## src/rtl/prefix_subtractor_pipe.sv

```systemverilog
// Three-stage pipelined subtractor (a - b) on a Kogge-Stone prefix carry tree,
// with valid/ready flow control and borrow / signed-overflow / zero flags.
module prefix_subtractor_pipe #(
  parameter int unsigned WIDTH = 8
) (
  input  logic             clk,
  input  logic             rst,
  input  logic             in_valid,
  output logic             in_ready,
  input  logic [WIDTH-1:0] a,
  input  logic [WIDTH-1:0] b,
  output logic             out_valid,
  input  logic             out_ready,
  output logic [WIDTH-1:0] diff,
  output logic             borrow,
  output logic             ovf,
  output logic             zero
);

  localparam int unsigned LEVELS = $clog2(WIDTH);
  localparam int unsigned MSB    = WIDTH - 1;

  logic             s1_valid, s2_valid, s3_valid;
  logic             adv1, adv2, adv3;
  logic [WIDTH-1:0] s1_a, s1_bn;
  logic [WIDTH-1:0] p1;
  logic [WIDTH-1:0] gk, pk, gn, pn;
  logic [WIDTH:0]   carry;
  logic [WIDTH:0]   s2_c;
  logic [WIDTH-1:0] s2_p;
  logic             s2_a_msb, s2_bn_msb;
  logic [WIDTH-1:0] sum;

  // A stage may advance when it is empty or its successor advances.
  assign adv3      = ~s3_valid | out_ready;
  assign adv2      = ~s2_valid | adv3;
  assign adv1      = ~s1_valid | adv2;
  assign in_ready  = adv1;
  assign out_valid = s3_valid;

  always_ff @(posedge clk or posedge rst) begin
    if (rst) begin
      s1_valid <= 1'b0;
      s2_valid <= 1'b0;
      s3_valid <= 1'b0;
    end else begin
      if (adv1) s1_valid <= in_valid;
      if (adv2) s2_valid <= s1_valid;
      if (adv3) s3_valid <= s2_valid;
    end
  end

  // Operand stage: minuend and inverted subtrahend.
  always_ff @(posedge clk) begin
    if (in_valid && adv1) begin
      s1_a  <= a;
      s1_bn <= ~b;
    end
  end

  // Prefix tree; the carry-in (G=1,P=0 at position -1) is folded into bit 0
  // up front so the tree needs only ceil(log2(WIDTH)) levels.
  always_comb begin
    p1    = s1_a ^ s1_bn;
    gk    = s1_a & s1_bn;
    pk    = p1;
    gk[0] = gk[0] | pk[0];
    pk[0] = 1'b0;
    gn    = gk;
    pn    = pk;
    for (int l = 0; l < int'(LEVELS); l++) begin
      gn = gk;
      pn = pk;
      for (int i = 1 << l; i < int'(WIDTH); i++) begin
        gn[i] = gk[i] | (pk[i] & gk[i - (1 << l)]);
        pn[i] = pk[i] & pk[i - (1 << l)];
      end
      gk = gn;
      pk = pn;
    end
    carry = {gk, 1'b1};
  end

  always_ff @(posedge clk) begin
    if (adv2 && s1_valid) begin
      s2_c      <= carry;
      s2_p      <= p1;
      s2_a_msb  <= s1_a[MSB];
      s2_bn_msb <= s1_bn[MSB];
    end
  end

  assign sum = s2_p ^ s2_c[WIDTH-1:0];

  // Sum stage: registered result and flags, held while the consumer stalls.
  always_ff @(posedge clk or posedge rst) begin
    if (rst) begin
      diff   <= '0;
      borrow <= 1'b0;
      ovf    <= 1'b0;
      zero   <= 1'b0;
    end else if (adv3 && s2_valid) begin
      diff   <= sum;
      borrow <= ~s2_c[WIDTH];
      ovf    <= (s2_a_msb ^ ~s2_bn_msb) & (sum[MSB] ^ s2_a_msb);
      zero   <= ~|sum;
    end
  end

endmodule

```

## config.mk

```make
export PLATFORM = sky130hd
export DESIGN_NAME = prefix_subtractor_pipe
export DESIGN_NICKNAME = d
export VERILOG_FILES = /design/src/rtl/prefix_subtractor_pipe.sv
export SDC_FILE = /design/constraint.sdc
export NUM_CORES = 1
export LEC_CHECK = 0
export CORE_ASPECT_RATIO = 1.75
export CORE_MARGIN = 2
export CORE_UTILIZATION = 55
export DETAILED_ROUTE_END_ITERATION = 6
export PLACE_DENSITY = 0.83
export SYNTH_ARGS = -nofsm -noshare
export SYNTH_HDL_FRONTEND = slang
export SYNTH_SLANG_ARGS = --single-unit
```

## constraint.sdc

```tcl
create_clock -name clk -period 2.5 [get_ports clk]
set_input_delay 0.5 -clock clk [delete_from_list [all_inputs] [get_ports clk]]
set_output_delay 0.5 -clock clk [all_outputs]
set_load 0.02 [all_outputs]
```

==> metrics.md, run 1 <==
| Metric | Value |
|---|---|
| Status | `finished, final reports clean` |
| Final Max Slew Viols | `0` |
| MaxCap Viol Count | `0` |
| Post-CTS resize count | `0` |
| Gr usage total | `0.141` |
| Area Overhead vs Synth | `26.3%` |
| Post-CTS Repair Setup Buffers | `0` |
| Fin. Hold Viols | `0` |
| CP Max Fanout | `3` |
| Final Critical Period | `2.26 ns` |
| Critical path data required time | `2.00 ns` |
| Design area | `2350 sq um` |
| Worst R2R Path Depth | `5` |
| Hold path depth | `1` |
| First-pass DRT Iterations | `3` |
| Highest-delay cell along the critical path | `clkdlybuf4s50_1` |
| Placement Rows | `28` |
| RSZ-0062 raised after global routing | `false` |
| Min-Delay Path Class | `reg2reg` |
| Count of different cell masters after synthesis | `24` |
| Critical path's most frequent cell | `clkdlybuf4s50_1` |
| I/O Buffers | `32` |
| Setup Viol. Count Final | `0` |
| Initial Util | `0.566` |
| Hold Buf Count CTS | `0` |
| CTS clk-pin slew, worst paths | `0.09 ns` |
| PD cells | `809 nW/um^2` |
| CP Class | `in2out` |
| WP data arrival | `1.76 ns` |
| Synth Register Bits | `48` |
| Commonest non-fill, non-tap cell in the layout | `edfxtp_1` |
| Post-Syn Area | `1860 sq um` |
| Sink Count | `48` |
| Commonest non-fill, non-tap cells in the layout | `edfxtp_1 (34), clkdlybuf4s50_1 (32), dfrtp_1 (14)` |
| TritonCTS clock tree | `yes` |
| Tcrit/Tclk final | `0.904` |
| Total I/O pin count | `33` |
| Antenna Nets Post-Route | `0` |
| First-pass GRT wire length | `3760 um` |
| Post-Synthesis Cells | `128` |
| Average wire per standard cell | `10.9 um` |
| Critical Path Sink Type | `output port` |
| RD Place Congestion | `0.767` |
| Die height | `81.0 um` |
| Peak supply drop | `659 uV` |
| Worst-Margin Slew | `0.643 ns` |
| Relative slew slack | `0.571` |
| Placement Cell Area | `2240 sq um` |
| Die X | `48.0 um` |
| Root buffer cell | `clkbuf_8` |
| Syn avg cell area | `14.6 sq um` |
| Syn_nets | `156` |
| # diodes | `0` |
| Seq/Total Area, Yosys | `0.736` |
| CTS buffer count | `5` |
| CTS Buffer Depth | `2` |
| Vias in the first global route | `960` |
| Post-DP HPWL | `1860 um` |
| Die Area | `3890 sq um` |
| Initial antenna violation count | `0` |
| CP startpoint kind | `input port` |
| Starting DRT DRC Count | `8` |
| Leak | `0.949 nW` |
| Slowest Stage Delay on Critical Path | `0.62 ns` |
| DR vias/cell | `4.91` |
| Fin Setup TNS | `0 ns` |
| Warnings, synthesis | `0` |
| Crit-path cells | `clkdlybuf4s50_1 > nor2b_1 > nand3_1 > clkdlybuf4s50_1` |
| Max H-tree Level | `2` |
| Nets@finish | `194` |
| DR DRC count | `0` |
| Clk Latency, worst-skew pair | `0.30 ns` |
| Global route overflow | `0` |
| Total number of vias | `1,041` |
| Final WL | `2300 um` |
| Core area | `3290 sq um` |
| Maximum clock frequency | `442 MHz` |
| Worst clock skew | `0.00962 ns` |
| Pin count of the biggest net entering global routing | `23` |
| Layout cells sized above 1 | `0.0599` |
-- path summary, 6_finish.rpt --
path / from / endpoint / slack [ns]
worst min register to register: s2_c[8] / borrow / 0.44
min in group asynchronous: rst / zero / 0.52
worst max register to register: s1_a[2] / s2_c[8] / 0.76
worst min-delay path: s2_c[8] / borrow / 0.44
worst max-delay path: out_ready / in_ready / 0.24
max in group asynchronous: rst / diff[4] / 1.65
-- stage by stage --
step / util / cells / setup WS [ns] / hold slack, ns / power [mW]
final: 0.714 / 212 / 0.240 / 0.437 / 1.90
after detailed placement: 0.680 / 204 / 0.235 / 0.428 / 1.38
after CTS: 0.714 / 212 / 0.233 / 0.441 / 1.93
after global routing: 0.714 / 212 / 0.172 / 0.445 / 2.00
after floorplan: - / 128 / 0.803 / 0.389 / 1.22
after global placement: 0.680 / 204 / 0.252 / 0.421 / 1.36
-- critical path: cells and delay by family --
kind | cells | cell delay, ns
buf+inv | 2 | 1.09
simple gates | 2 | 0.17
-- cell usage after synthesis --
library cell | instances | share of area
a21oi_1 | 1 | 0.0027
a31o_1 | 1 | 0.0047
and2_1 | 2 | 0.0067
nor2b_1 | 1 | 0.0034
nand3_1 | 1 | 0.0027
nor2_1 | 2 | 0.0040
o21ai_1 | 1 | 0.0027
a21o_1 | 4 | 0.016
dfrtp_1 | 14 | 0.19
o31ai_1 | 1 | 0.0040
o41a_1 | 1 | 0.0060
nand2b_1 | 7 | 0.024
or2_2 | 1 | 0.0034
buf_2 | 1 | 0.0027
clkbuf_1 | 1 | 0.0020
nand4_1 | 2 | 0.0067
nand2_1 | 13 | 0.026
ha_1 | 8 | 0.054
o21ai_0 | 11 | 0.030
and3_1 | 1 | 0.0034
xnor2_1 | 7 | 0.033
edfxtp_1 | 34 | 0.55
nor3_1 | 1 | 0.0027
inv_1 | 12 | 0.024
-- final cells by class --
type,instances,area [sq um]
sequential,48,1370
fill,257,941
multi-input combinational,66,438
timing repair buffer,33,328
clock buffer,5,68.8
tap,45,56.3
clock inverter,3,45.0
inverter,12,45.0
-- registers in the layout, indices dropped and copies added (netlist names), 8 cells and up --
| name | flops |
|---|---|
| s2_c | 8 |
| s1_a | 8 |
| s1_bn | 8 |
| diff | 8 |
| s2_p | 8 |
-- routing by layer --
metal / GRT usage / part of all wire / up-vias / wire length [um]
li1: - / - / 519 / -
met1: 0.133 / 0.31 / 490 / 719
met2: 0.244 / 0.61 / 26 / 1400
met3: 0.0467 / 0.051 / 6 / 117
met4: 0.0811 / 0.029 / 0 / 67
met5: 0 / 0 / - / 0
-- cell families after synthesis --
family | count (synthesis) | share of synthesized area
buf+inv | 14 | 0.0289
simple gates | 31 | 0.0826
compound gates | 20 | 0.0658
flops | 48 | 0.736
fa+ha+maj | 8 | 0.0537
xor+xnor | 7 | 0.0329
-- power by group --
group / total (mW) / internal, mW / switching [mW]
Clock: 0.551 / 0.302 / 0.249
Sequential: 1.01 / 0.970 / 0.0426
Combinational: 0.340 / 0.168 / 0.172
No activity file was read; power rests on OpenSTA's default activity.
==> run 2, diff against run 1 <==
- CORE_MARGIN: 2 -> 10
- clock period: 2.5 -> 2.8 ns (I/O delays scaled with it)
==> run 2 against run 1 <==
Effect of this change: flip-flop and latch count unchanged; wire length increased by 16%; utilization increased by 0.77 points; total power decreased by 16%; sequential share of layout area increased by 0.88 points; via count decreased by 0.29%; critical path depth unchanged; register-to-register slack improved by 0.31 ns.
==> metrics.md, run 2 (synthesis results as in run 1) <==
| Metric | Value |
|---|---|
| Sequential Area | `1370 sq um (unchanged)` |
| Fin. Hold Viols | `0 (unchanged)` |
| Die height | `97.0 um (+20%)` |
| Critical path data required time | `2.24 ns (+0.24 ns)` |
| Worst clock skew | `0.00657 ns (-0.00305 ns)` |
| Final WL | `2660 um (+16%)` |
| # diodes | `0 (unchanged)` |
| Core area | `3210 sq um (-2.5%)` |
| Layout cells sized above 1 | `0.0479 (-0.0120)` |
| Highest-delay cell along the critical path | `clkdlybuf4s50_1` |
| Area Overhead vs Synth | `24.4%` |
| Status | `finished, final reports clean` |
| CTS clk-pin slew, worst paths | `0.08 ns (about the same)` |
| Reg2reg setup slack | `1.07 ns (+0.31 ns)` |
| Final Critical Period | `2.38 ns` |
| Peak supply drop | `450 uV (-32%)` |
| Internal | `1.19 mW (-17%)` |
| Maximum clock frequency | `421 MHz` |
| Clk pwr share | `0.237 (-0.052)` |
| Commonest non-fill, non-tap cells in the layout | `edfxtp_1 (34), clkdlybuf4s50_1 (32), dfrtp_1 (14)` |
| Comb power frac | `0.194 (+0.015)` |
| RSZ-0062 raised after global routing | `false` |
| Vias in the first global route | `1,088 (+13%)` |
| TritonCTS clock tree | `yes` |
| Pin count of the biggest net entering global routing | `23 (unchanged)` |
| Worst R2R Path Depth | `5 (unchanged)` |
| DR DRC count | `0 (unchanged)` |
| Hold path depth | `1 (unchanged)` |
| First-pass GRT wire length | `4550 um (+21%)` |
| I/O Buffers | `32 (unchanged)` |
| Sink Count | `48 (unchanged)` |
| Total number of vias | `1,038 (-0.29%)` |
| DR vias/cell | `4.94 (+0.66%)` |
| Post-CTS Repair Setup Buffers | `0 (unchanged)` |
| Min-Delay Path Class | `reg2reg` |
| Relative slew slack | `0.573 (+0.00127)` |
| Critical path's most frequent cell | `clkdlybuf4s50_1` |
| Setup Viol. Count Final | `0 (unchanged)` |
| CTS Buffer Depth | `2 (unchanged)` |
| Total I/O pin count | `33 (unchanged)` |
| Starting DRT DRC Count | `24 (+16)` |
| Fin Setup TNS | `0 ns (unchanged)` |
| Commonest non-fill, non-tap cell in the layout | `edfxtp_1` |
| Post-DP HPWL | `2130 um (+14%)` |
| Gr usage total | `0.0893 (-0.0513)` |
| PD cells | `686 nW/um^2 (-15%)` |
| Reg2reg end | `s2_c[8]` |
| Hold worst-path end | `borrow` |
| Tcrit/Tclk final | `0.849` |
| Layout filler cell count | `215 (-16%)` |
| Die Area | `6210 sq um (+60%)` |
| CTS buffer count | `5 (unchanged)` |
| WP data arrival | `1.82 ns (+0.06 ns)` |
| Sequential Power Share | `0.569 (+0.037)` |
| Max H-tree Level | `2 (unchanged)` |
| RD Place Congestion | `0.676 (-12%)` |
| Average wire per standard cell | `12.7 um (+17%)` |
| First-pass DRT Iterations | `4 (+1)` |
| MaxCap Viol Count | `0 (unchanged)` |
| Die X | `64.0 um (+33%)` |
| Hold Buf Count CTS | `0 (unchanged)` |
| Global route overflow | `0 (unchanged)` |
| Leak | `0.932 nW (-1.8%)` |
| Antenna Nets Post-Route | `0 (unchanged)` |
| Post-CTS resize count | `0 (unchanged)` |
| Critical path depth | `4 (unchanged)` |
| Final Max Slew Viols | `0 (unchanged)` |
| Placement Rows | `27 (-3.6%)` |
| Initial antenna violation count | `0 (unchanged)` |
| Worst-Margin Slew | `0.641 ns (-0.00191 ns)` |
| Multi-input logic area | `438 sq um (unchanged)` |
| Critical Path Sink Type | `output port` |
| Buf+Inv Stages, Crit Path | `2 (unchanged)` |
| Psw | `0.398 mW (-14%)` |
| Placement Cell Area | `2240 sq um (-0.11%)` |
| Crit path max-delay family | `buffers and inverters` |
| Hold Startpoint | `s2_c[8]` |
| CP startpoint kind | `input port` |
| Switch share | `0.251 (+0.00728)` |
| Design area | `2320 sq um (-1.5%)` |
| Crit-path cells | `clkdlybuf4s50_1 > nor2b_1 > nand3_1 > clkdlybuf4s50_1` |
| Nets@finish | `194 (unchanged)` |
| CP Class | `in2out` |
| Slowest Stage Delay on Critical Path | `0.62 ns (about the same)` |
| Initial Util | `0.581 (+0.0148)` |
| Clk Latency, worst-skew pair | `0.29 ns (about the same)` |
| Root buffer cell | `clkbuf_8` |
| CP Max Fanout | `3 (unchanged)` |
| RR Startpoint | `s1_a[2]` |
## run 2: cell types whose count changed in the layout (fill, tap and decap cells not counted)
cell       previous run  this run
clkbuf_1              0         2
bufinv_16             1         0
clkinv_2              0         1
inv_4                 1         0
inv_6                 1         0
## run 2: worst max path at each step
stage | slack [ns] | start | end
after CTS | 0.41 | out_ready | in_ready
after detailed placement | 0.42 | out_ready | in_ready
final | 0.42 | out_ready | in_ready
after global routing | 0.36 | out_ready | in_ready
after global placement | 0.42 | out_ready | in_ready
after floorplan | 1.10 | out_valid | s1_a[0]
## run 2: area by class of cell
type | count | share of cell area
flip-flops and latches | 48 | 0.592
multi-input cells | 66 | 0.189
repair buffers | 33 | 0.141
clock buffers | 7 | 0.0329
well taps | 43 | 0.0232
inverters | 12 | 0.0194
clock inverters | 1 | 0.00216
## run 2: routing by layer
metal,track usage,vias up,routed length [um]
met5,0,-,0
met1,0.0860,483,935
met2,0.158,27,1510
li1,-,524,-
met4,0.0353,0,35
met3,0.0403,4,182
## run 2: power by group through the flow
stage               sequential [mW]  combinational, mW  clock [mW]
finish                        0.904              0.308       0.377
global route                  0.917              0.338       0.430
CTS                           0.907              0.314       0.392
detailed placement            0.922              0.313           0
global placement              0.916              0.302           0
floorplan                     0.966              0.121           0
## run 2: metrics by stage
| stage | power, mW | std cells | util | setup WS [ns] | hold WS, ns |
|---|---|---|---|---|---|
| finish | 1.59 | 210 | 0.722 | 0.422 | 0.447 |
| floorplan | 1.09 | 128 | - | 1.10 | 0.413 |
| global route | 1.68 | 210 | 0.722 | 0.359 | 0.479 |
| global placement | 1.22 | 202 | 0.697 | 0.421 | 0.421 |
| detailed placement | 1.24 | 202 | 0.697 | 0.421 | 0.438 |
| CTS | 1.61 | 210 | 0.722 | 0.412 | 0.458 |
## run 2: worst register-to-register path: cells and delay by family, from the launching register on
kind	cells	cell delay (ns)
adder cells (fa/ha/maj)	1	0.33
flip-flops	1	0.37
AO/OA/AOI/OAI	4	0.79
==> run 3, diff against run 2 <==
- CORE_UTILIZATION: 55 -> 51
- PLACE_DENSITY: 0.83 -> 0.78
- clock period: 2.8 -> 2.2 ns (I/O delays scaled with it)
==> run 3 against run 2 <==
Effect of this change: wire length shrank 1.5%; total power grew 27%; die area grew 5.8%; utilization shrank 7.5 points; clock skew grew 0.0033 ns; sequential power grew 27%; highest routed layer unchanged; combinational power grew 27%.
==> metrics.md, run 3 (synthesis results as in run 1) <==
| Metric | Value |
|---|---|
| Status | `finished, final reports clean` |
| Die X | `65.7 um (+2.6%)` |
| Vias in the first global route | `1,144 (+5.1%)` |
| Placed cell count | `205 (+1.5%)` |
| RSZ-0062 raised after global routing | `false` |
| Most used routing layer in global routing | `met2` |
| Pin count of the biggest net entering global routing | `23 (unchanged)` |
| CP Class | `in2out` |
| Final Max Slew Viols | `0 (unchanged)` |
| CP startpoint kind | `input port` |
| Initial Util | `0.519 (-0.0619)` |
| Sink Count | `48 (unchanged)` |
| WP data arrival | `1.36 ns (-0.46 ns)` |
| Average wire per standard cell | `12.3 um (-2.9%)` |
| CTS clk-pin slew, worst paths | `0.08 ns (about the same)` |
| DR vias/cell | `4.86 (-1.7%)` |
| Layout cells sized above 1 | `0.0479 (unchanged)` |
| Final WL | `2620 um (-1.5%)` |
| Fin Setup TNS | `0 ns (unchanged)` |
| Initial antenna violation count | `0 (unchanged)` |
| Clk Latency, worst-skew pair | `0.29 ns (about the same)` |
| Global route overflow | `0 (unchanged)` |
| First-pass GRT wire length | `4680 um (+2.9%)` |
| Maximum clock frequency | `555 MHz` |
| Max H-tree Level | `2 (unchanged)` |
| Non-filler instance count after layout | `213 (+1.4%)` |
| Worst clock skew | `0.00983 ns (+0.00326 ns)` |
| TritonCTS clock tree | `yes` |
| Min-Delay Path Class | `in2async` |
| Worst-Margin Slew | `0.654 ns (+0.0127 ns)` |
| Core area | `3590 sq um (+12%)` |
| Starting DRT DRC Count | `22 (-8.3%)` |
| Nets@finish | `194 (unchanged)` |
| Placement Rows | `29 (+7.4%)` |
| GRT met2 Usage | `0.175 (+0.0173)` |
| Relative slew slack | `0.564 (-0.00845)` |
| CTS buffer count | `5 (unchanged)` |
| Die height | `100 um (+3.1%)` |
| Root buffer cell | `clkbuf_8` |
| Leak | `0.931 nW (about the same)` |
| DR DRC count | `0 (unchanged)` |
| Gr usage total | `0.0902 (+0.000912)` |
| CTS Buffer Depth | `2 (unchanged)` |
| Total number of vias | `1,035 (-0.29%)` |
| I/O Buffers | `32 (unchanged)` |
| Antenna Nets Post-Route | `0 (unchanged)` |
| Commonest non-fill, non-tap cells in the layout | `edfxtp_1 (34), clkdlybuf4s50_1 (31), dfrtp_1 (14)` |
| Total I/O pin count | `33 (unchanged)` |
| First-pass DRT Iterations | `4 (unchanged)` |
| Setup Viol. Count Final | `0 (unchanged)` |
| Fin. Hold Viols | `0 (unchanged)` |
| Placement Setup Slack | `0.0551 ns (-0.366 ns)` |
| Met1 GRT Util | `0.0736 (-0.0125)` |
| Post-DP HPWL | `2160 um (+1.2%)` |
| PD cells | `869 nW/um^2 (+27%)` |
| Tcrit/Tclk final | `0.820` |
| CP Max Fanout | `3 (unchanged)` |
| Worst Setup SP | `out_ready` |
| MaxCap Viol Count | `0 (unchanged)` |
| Final setup margin | `0.397 ns (-0.0251 ns)` |
| Peak supply drop | `665 uV (+48%)` |
| Final Critical Period | `1.80 ns` |
| RD Place Congestion | `0.647 (-4.3%)` |
| Area Overhead vs Synth | `24.8%` |
| # diodes | `0 (unchanged)` |
| Critical path data required time | `1.76 ns (-0.48 ns)` |
| RR Startpoint | `s1_a[2]` |
| Commonest non-fill, non-tap cell in the layout | `edfxtp_1` |
| Met3 GRT Util | `0.0368 (-0.00353)` |
| Critical Path Sink Type | `output port` |
| Layout filler cell count | `259 (+20%)` |
| Die Area | `6570 sq um (+5.8%)` |
| Hold Buf Count CTS | `0 (unchanged)` |
-- run 3: cell count changes in the layout (fill, tap and decap cells not counted) --
cell             before  now
dlymetal6s2s_1        0    1
clkinv_2              1    0
clkbuf_1              2    1
clkinvlp_4            0    1
clkdlybuf4s50_1      32   31
clkinv_1              0    1
-- run 3: layout make-up --
type / count / area, sq um / area share
clock buffers: 6 / 72.6 / 0.0312
clock inverters: 2 / 11.3 / 0.00484
inverters: 12 / 45.0 / 0.0194
multi-input cells: 66 / 438 / 0.188
flip-flops and latches: 48 / 1370 / 0.590
well taps: 46 / 57.6 / 0.0247
repair buffers: 33 / 330 / 0.142
-- run 3: metal layers --
metal	vias up	wire, um
met4	0	40
met2	29	1530
li1	524	-
met1	477	884
met5	-	0
met3	5	172
-- run 3: final timing paths --
| path | endpoint | cells past startpoint | slack, ns |
|---|---|---|---|
| max in group asynchronous | diff[5] | 2 | 1.39 |
| min | s1_valid | 2 | 0.47 |
| min in group clk | borrow | 1 | 0.47 |
| max | in_ready | 4 | 0.40 |
| min reg2reg | borrow | 1 | 0.47 |
| max reg2reg | s2_c[8] | 5 | 0.45 |
-- run 3: metrics by stage --
step	cell area (sq um)	power, mW	hold WS [ns]	util
floorplan	1860	1.38	0.329	-
CTS	2320	2.05	0.476	0.647
global route	2330	2.15	0.484	0.648
global placement	2240	1.55	0.422	0.623
finish	2330	2.02	0.466	0.648
detailed placement	2240	1.57	0.453	0.623
-- run 3: power by group --
group / leakage [nW] / switching, mW / internal (mW)
sequential: 0.497 / 0.0482 / 1.10
combinational: 0.395 / 0.201 / 0.190
clock: 0.0388 / 0.259 / 0.220
total: 0.931 / 0.508 / 1.51
-- run 3: critical path, stage by stage --
cell	delay, ns
clkdlybuf4s50_1	0.42
nor2b_1	0.16
nand3_1	0.12
dlymetal6s2s_1	0.23
-- run 3: what timing repair did --
| action | in CTS | in global routing |
|---|---|---|
| setup endpoints to repair | 0 | 1 |
| resized for setup | 0 | 1 |
| setup buffers | 0 | 0 |
| endpoints found under the hold margin | 0 | 0 |
